$ cat src/rtl/spi_motor_rx.sv
// spi_motor_rx: oversampled SPI command receiver with frame length checking, echo output and optional watchdog.
// Define SPI_MOTOR_WDOG_EN to enable the WDOG_CYCLES command-loss watchdog.
module spi_motor_rx #(
  parameter int NUM_CH      = 2,
  parameter int CMD_W       = 8,
  parameter int SYNC_STAGES = 2,
  parameter int WDOG_CYCLES = 2_000_000
) (
  input  logic                    clk,
  input  logic                    reset,
  input  logic                    sck,
  input  logic                    sdi,
  input  logic                    load,
  output logic                    sdo,
  output logic [NUM_CH*CMD_W-1:0] cmd_out,
  output logic                    cmd_valid,
  output logic                    frame_err,
  output logic                    wdog_to
);
  localparam int N  = NUM_CH * CMD_W;
  localparam int CW = $clog2(N + 2);
  typedef enum logic [1:0] {IDLE, SHIFT, CHECK} state_t;
  state_t state, state_n;
  logic [2:0] sync [SYNC_STAGES];
  logic sck_s, sdi_s, load_s, sck_d, load_d;
  logic sck_rise, sck_fall, load_rise, load_fall;
  logic commit, reject;
  logic [CW-1:0] cnt;
  logic [N-1:0] rx, tx, cmd_reg;
  assign {sck_s, sdi_s, load_s} = sync[SYNC_STAGES-1];
  assign sck_rise  = sck_s & ~sck_d;
  assign sck_fall  = ~sck_s & sck_d;
  assign load_rise = load_s & ~load_d;
  assign load_fall = ~load_s & load_d;
  always_ff @(posedge clk or posedge reset) begin
    if (reset) begin
      for (int i = 0; i < SYNC_STAGES; i++) sync[i] <= '0;
      sck_d  <= 1'b0;
      load_d <= 1'b0;
    end else begin
      sync[0] <= {sck, sdi, load};
      for (int i = 1; i < SYNC_STAGES; i++) sync[i] <= sync[i-1];
      sck_d  <= sck_s;
      load_d <= load_s;
    end
  end
  always_ff @(posedge clk or posedge reset) begin
    if (reset) state <= IDLE;
    else       state <= state_n;
  end
  always_comb begin
    state_n = state;
    commit  = 1'b0;
    reject  = 1'b0;
    unique case (state)
      IDLE:  state_n = load_rise ? SHIFT : IDLE;
      SHIFT: state_n = load_fall ? CHECK : SHIFT;
      CHECK: begin
        state_n = IDLE;
        commit  = cnt == CW'(N);
        reject  = cnt != '0 && cnt != CW'(N);
      end
      default: state_n = IDLE;
    endcase
  end
  // sck edges coinciding with the load rise fall in IDLE and are dropped
  always_ff @(posedge clk or posedge reset) begin
    if (reset) begin
      cnt       <= '0;
      rx        <= '0;
      tx        <= '0;
      cmd_reg   <= '0;
      cmd_valid <= 1'b0;
      frame_err <= 1'b0;
    end else begin
      cmd_valid <= commit;
      frame_err <= reject;
      if (commit) cmd_reg <= rx;
      if (state == IDLE && load_rise) begin
        cnt <= '0;
        rx  <= '0;
        tx  <= cmd_out;
      end else if (state == SHIFT) begin
        if (sck_rise) begin
          rx <= N'({rx, sdi_s});
          if (cnt != CW'(N + 1)) cnt <= cnt + CW'(1);
        end
        if (sck_fall) tx <= tx << 1;
      end
    end
  end
  assign sdo = (state == SHIFT) & tx[N-1];
`ifdef SPI_MOTOR_WDOG_EN
  localparam int WW = $clog2(WDOG_CYCLES + 1);
  logic [WW-1:0] wcnt;
  always_ff @(posedge clk or posedge reset) begin
    if (reset)         wcnt <= '0;
    else if (commit)   wcnt <= '0;
    else if (!wdog_to) wcnt <= wcnt + WW'(1);
  end
  assign wdog_to = wcnt == WW'(WDOG_CYCLES);
`else
  assign wdog_to = 1'b0;
`endif
  assign cmd_out = wdog_to ? '0 : cmd_reg;
endmodule

$ cat config.mk
export PLATFORM = sky130hd
export DESIGN_NAME = spi_motor_rx
export DESIGN_NICKNAME = d
export VERILOG_FILES = /design/src/rtl/spi_motor_rx.sv
export SDC_FILE = /design/constraint.sdc
export NUM_CORES = 1
export LEC_CHECK = 0
export BUFFER_PORTS_ARGS = -buffer_cell sky130_fd_sc_hd__buf_2
export CAP_MARGIN = 5
export CELL_PAD_IN_SITES_DETAIL_PLACEMENT = 0
export CELL_PAD_IN_SITES_GLOBAL_PLACEMENT = 1
export CORE_ASPECT_RATIO = 1.4
export CORE_MARGIN = 4
export CORE_UTILIZATION = 30
export DETAILED_ROUTE_END_ITERATION = 8
export PLACE_DENSITY = 0.56
export SYNTH_ARGS = -nofsm -noshare
export SYNTH_HDL_FRONTEND = slang
export SYNTH_SLANG_ARGS = --single-unit
$ cat constraint.sdc
create_clock -name clk -period 3.2 [get_ports clk]
set_input_delay 0.64 -clock clk [delete_from_list [all_inputs] [get_ports clk]]
set_output_delay 0.64 -clock clk [all_outputs]
set_load 0.02 [all_outputs]
# [Word level (Yosys, flattened, before mapping)]
# Cells that the tools add are included.
[word_totals] reg_bits=65 latch_bits=0 mem_bits_rw=0 romBits=0 input_bits=5 out_inout_bits=20 word_cells=52 mem_count=0
[classes] addsub=1 multipliers=0 n_div=0 magnitude_cmp=0 n_eq_ne=5 shift=0 mux=15 n_bitwise=9 n_reduce_logical=11
[ops] op="16-bit 2-to-1 mux" n=6
[ops] op="5-bit 2-to-1 mux" n=4
[ops] op="5-bit inequality test, second input constant" n=2
[ops] op="2-bit nonzero test" n=4
[ops] op="5-bit by 1-bit adder with 5-bit output, second input constant" n=1
[ops] op="1-bit bitwise AND" n=5
[ops] op="5-bit equality test, second input constant" n=1
[ops] op="5-bit nonzero test" n=1
[ops] op="1-bit NOT" n=4
[ops] op="2-bit one-hot mux with 2 select lines" n=1
[ops] op="2-bit AND reduction" n=2
[ops] op="1-bit 2-to-1 mux" n=3
[ops] op="3-bit AND reduction" n=1
[ops] op="2-bit by 1-bit equality test with 1-bit output, second input constant" n=1
[ops] op="2-bit equality test, second input constant" n=1
[ops] op="1-bit logical AND" n=2
[ops] op="2-bit zero test" n=1
[ops] op="2-bit 2-to-1 mux" n=1

# [Logic depth before layout (Yosys ltp)]
[depth] ltp_word=5 ltp_mapped=7 ltp_nobuf=5

# [Worst setup path before layout]
# OpenSTA, ideal clock, no wires.
[synth_timing] path_kind="flip-flop to flip-flop" startpoint="register state[1]" endpoint="register tx[1]" setup_ps=125 t_arrival_ps=1712 required_ps=3075 slack_ps=1363 path_stages_with_launch=7 path_buffers=3 synth_period_minus_slack_ps=1837 path_cell_list="dfrtp_1 buf_2 nor4b_1 buf_2 buf_4 mux2_2 mux2_2"
[synth_between] elab_chain_len=4 word_cells_on_any_way=7 classes_between="1 x eq/ne; 1 x mux; 5 x reduce/logical"
[synth_rtl] item="start: declaration" line_no="23" rtl="state_t state, state_n;"
[synth_rtl] item="start signal: assignment" line_no="49" rtl="else state <= state_n;"
[synth_rtl] item="2-bit zero test" line_no="79" rtl="if (state == IDLE && load_rise) begin"
[synth_rtl] item="1-bit logical AND" line_no="79"
[synth_rtl] item="2-bit nonzero test (no line)"
[synth_rtl] item="2-bit AND reduction (no line)"
[synth_rtl] item="end signal: assignment" line_no="82" rtl="tx <= cmd_out;"
[synth_rtl] item="end signal: assignment" line_no="88" rtl="if (sck_fall) tx <= tx << 1;"
[synth_rtl] item="end: declaration" line_no="29" rtl="logic [N-1:0] rx, tx, cmd_reg;"
# Several ways; a longest one is shown, not always the timed one.
# A chain may end at the register's enable or synchronous reset.

# [Final worst setup path]
[layout_timing] startpoint="register state[0]" endpoint="register cmd_reg[0] (netlist: cmd_out[0])"
[layout_between] elab_chain_len=2
[layout_rtl] item="2-bit equality test" line_no="55" rtl="unique case (state)"
[layout_rtl] item="1-bit 2-to-1 mux" line_no="55"
[layout_rtl] item="end signal: assignment" line_no="78" rtl="if (commit) cmd_reg <= rx;"
[layout_rtl] item="end: declaration" line_no="29"
# Every way passes these cells.

==> impl_metrics.toml <==
[critical_path]
crit_arrival_ns = 2.30
startpoint_type = "flop"
critPathTopFamily = "simple AND/OR/NAND/NOR gates"
crit_path_end_kind = "flop"
cp_data_required_time_ns = 3.40
slowest_delay_ns = 0.64
crit_chain = "nand3b_4, nor4b_4, buf_4, mux2_4"
path_buf_inv = 1
worstSetupPathType = "flop to flop"
crit_path_top_delay_cell = "nor4b_4"
path_max_fanout = 11

[timing]
slew_violations = 0
rsz0062_at_grt = "no"
fin_crit_sh_pct = 65.7
whs_ns = 0.251
setup-violations-final = 0
layout_setup_ws_ns = 1.10
fin_setup_tns_ns = 0
finalHoldViolCount = 0
min_period_ns = 2.10
finClkSkew_ns = 0.00793
clock.fmax_mhz = 475
maxSlewHeadroom_pct = 54.8
worst_slew_pin_slew_ns = 0.675

[grt]
grt_first_pass_wirelength_um = 9040
grt_pass1_vias = 1774
antenna_found_initial = 0
grt_max_degree = 55
grt_overflow = 0
grt_usage_pct = 10.5

[floorplanning]
dieArea_mm2 = 0.0110
placementRows = 41
core_area_mm2 = 0.00908
dieHeight_um = 122
die_x_um = 89.8
pin_count = 25
start_util_pct = 30.9

[placed_design]
dp_cells = 339
hpwl_um = 3320
place_congestion = 0.687
pre_cts_slack_ns = 1.09
placed_area_mm2 = 0.00302
io_buffers = 23

[outcome]
outcome = "completed"

[route]
drc = 0
vias_per_cell = 4.70
vias = 1667
drt_iter0_markers = 92
wirelength_um = 5260
ant_nets = 0
dr.pass1.iters = 4
wl_per_cell_um = 14.8

[clock_network]
cts_buffers = 9
clockBufferDepth = 2
ctsResizeCount = 0
htree_levels = 3
path_clk_slew_ns = 0.05
postCtsSetupRepairBufs = 0
clkLatencyLatePin_ns = 0.32
hold_buffers = 0
cts_tree = "built"
cts.sinks = 65
clockRootBuffer = "clkbuf_16"

[pwr]
p_leak_nw = 1.64
power_density_mw_per_mm2 = 594
ir_worst_vdd_v = 0.000306

[finish]
syn_to_final_growth_pct = 18.5
nFillCells = 891
final_area_mm2 = 0.00333
drive_above_1_share_pct = 39.1
final_nets = 251
stdcell_count = 355
diodes = 0

[logic_synthesis]
async_flop_share_pct = 100
synth_cells = 217
synth_cell_types = 31
avgSynthCellArea_um2 = 12.9
synth_seq_area_share_pct = 57.9
synth_seq_cells = 65
synth_edf_count = 0
ys.flop_type = "dfrtp_1"
synth_area_mm2 = 0.00281
synth_nets = 225
ys_warn_count = 0

[min_path]
hp-class = "input pin to async pin"

[run]
drv_cap = 0
[cell type report]
cell class / count / area [um2] / share of cell area (%)
flip-flops and latches: 65 / 1630 / 48.9
multi-input cells: 131 / 1070 / 32.1
clock buffers: 10 / 239 / 7.18
repair buffers: 28 / 165 / 4.96
well taps: 107 / 134 / 4.02
clock inverters: 6 / 66.3 / 1.99
inverters: 8 / 30.0 / 0.902
[cells by family (layout without fill, tap and decap cells)]
| logic type | Yosys count | count (layout) | share of synthesized area, % |
|---|---|---|---|
| AO/OA/AOI/OAI | 27 | 27 | 5.48 |
| flip-flops | 65 | 65 | 57.9 |
| other | 1 | 1 | 0.134 |
| adder cells (fa/ha/maj) | 3 | 3 | 1.34 |
| AND/OR/NAND/NOR | 52 | 52 | 10.5 |
| multiplexers | 48 | 48 | 20.4 |
| buffers and inverters | 21 | 52 | 4.28 |
[worst register-to-register path, stage by stage (launching register included)]
cell	delay [ns]
dfrtp_1	0.49
nand3b_4	0.21
nor4b_4	0.64
buf_4	0.33
mux2_4	0.32
[state kept, by name, summed over array words and instances, names as in the netlist]
signal     cells
load_s         1
cnt            5
tx            16
sck_d          1
sync           3
cmd_valid      1
rx            16
sck_s          1
cmd_out       16
load_d         1
frame_err      1
state          2
sdi_s          1
[final timing paths]
path	slack, ns	end	depth (start not counted)	startpoint
worst max register to register	1.10	cmd_out[0]	4	state[0]
worst max-delay path	1.10	cmd_out[0]	4	state[0]
min in group clk	0.35	sdi_s	0	sync[4]
worst min-delay path	0.25	cmd_out[1]	2	reset
worst min register to register	0.35	sdi_s	0	sync[4]
max in group asynchronous	2.37	cnt[3]	3	reset
[cells in the mapped netlist (2+ instances only)]
library cell	number	area share [%]
nand3_1	3	0.53
dfrtp_1	65	58
nand2_1	34	4.5
mux2_2	38	15
mux2_4	9	4.8
nand4_1	2	0.45
a21oi_1	19	3.4
clkbuf_1	3	0.40
inv_1	8	1.1
nor4b_1	2	0.62
ha_1	3	1.3
o21ai_0	5	0.89
buf_2	3	0.53
buf_6	3	1.2
buf_4	4	1.1
[layout by cell type (no fill, tap or decap), drive strengths merged]
cell type	count
nor2	1
nand3	3
mux2	47
dfrtp	65
a21oi	20
clkinv	4
nand4bb	1
nand3b	2
and3	1
and4bb	1
a311oi	1
nand2b	1
bufinv	1
or3b	1
a211o	1
mux2i	1
o21ai	5
nor4b	3
nand2	34
or4bb	1
buf	28
ha	3
clkbuf	10
inv	9
conb	1
nand4	2
nor4bb	1
[metrics by stage]
stage               power, mW  util (%)
global route             2.07      36.7
CTS                      2.01      36.7
global placement         1.01      33.3
floorplan               0.983         -
detailed placement       1.01      33.3
finish                   1.98      36.7
[where the power goes]
group	internal [mW]	total, mW	switching [mW]
combinational	0.0490	0.121	0.0717
clock	0.626	0.985	0.359
sequential	0.846	0.873	0.0272
total	1.52	1.98	0.458
[per-layer routing]
layer | vias to the layer above | GRT usage (%) | part of all wire (%)
met2 | 25 | 16.9 | 49
li1 | 800 | - | -
met4 | 0 | 4.60 | 2.0
met5 | - | 0 | 0
met3 | 9 | 3.19 | 3.5
met1 | 833 | 13.1 | 45
No activity file was read; power rests on OpenSTA's default activity.
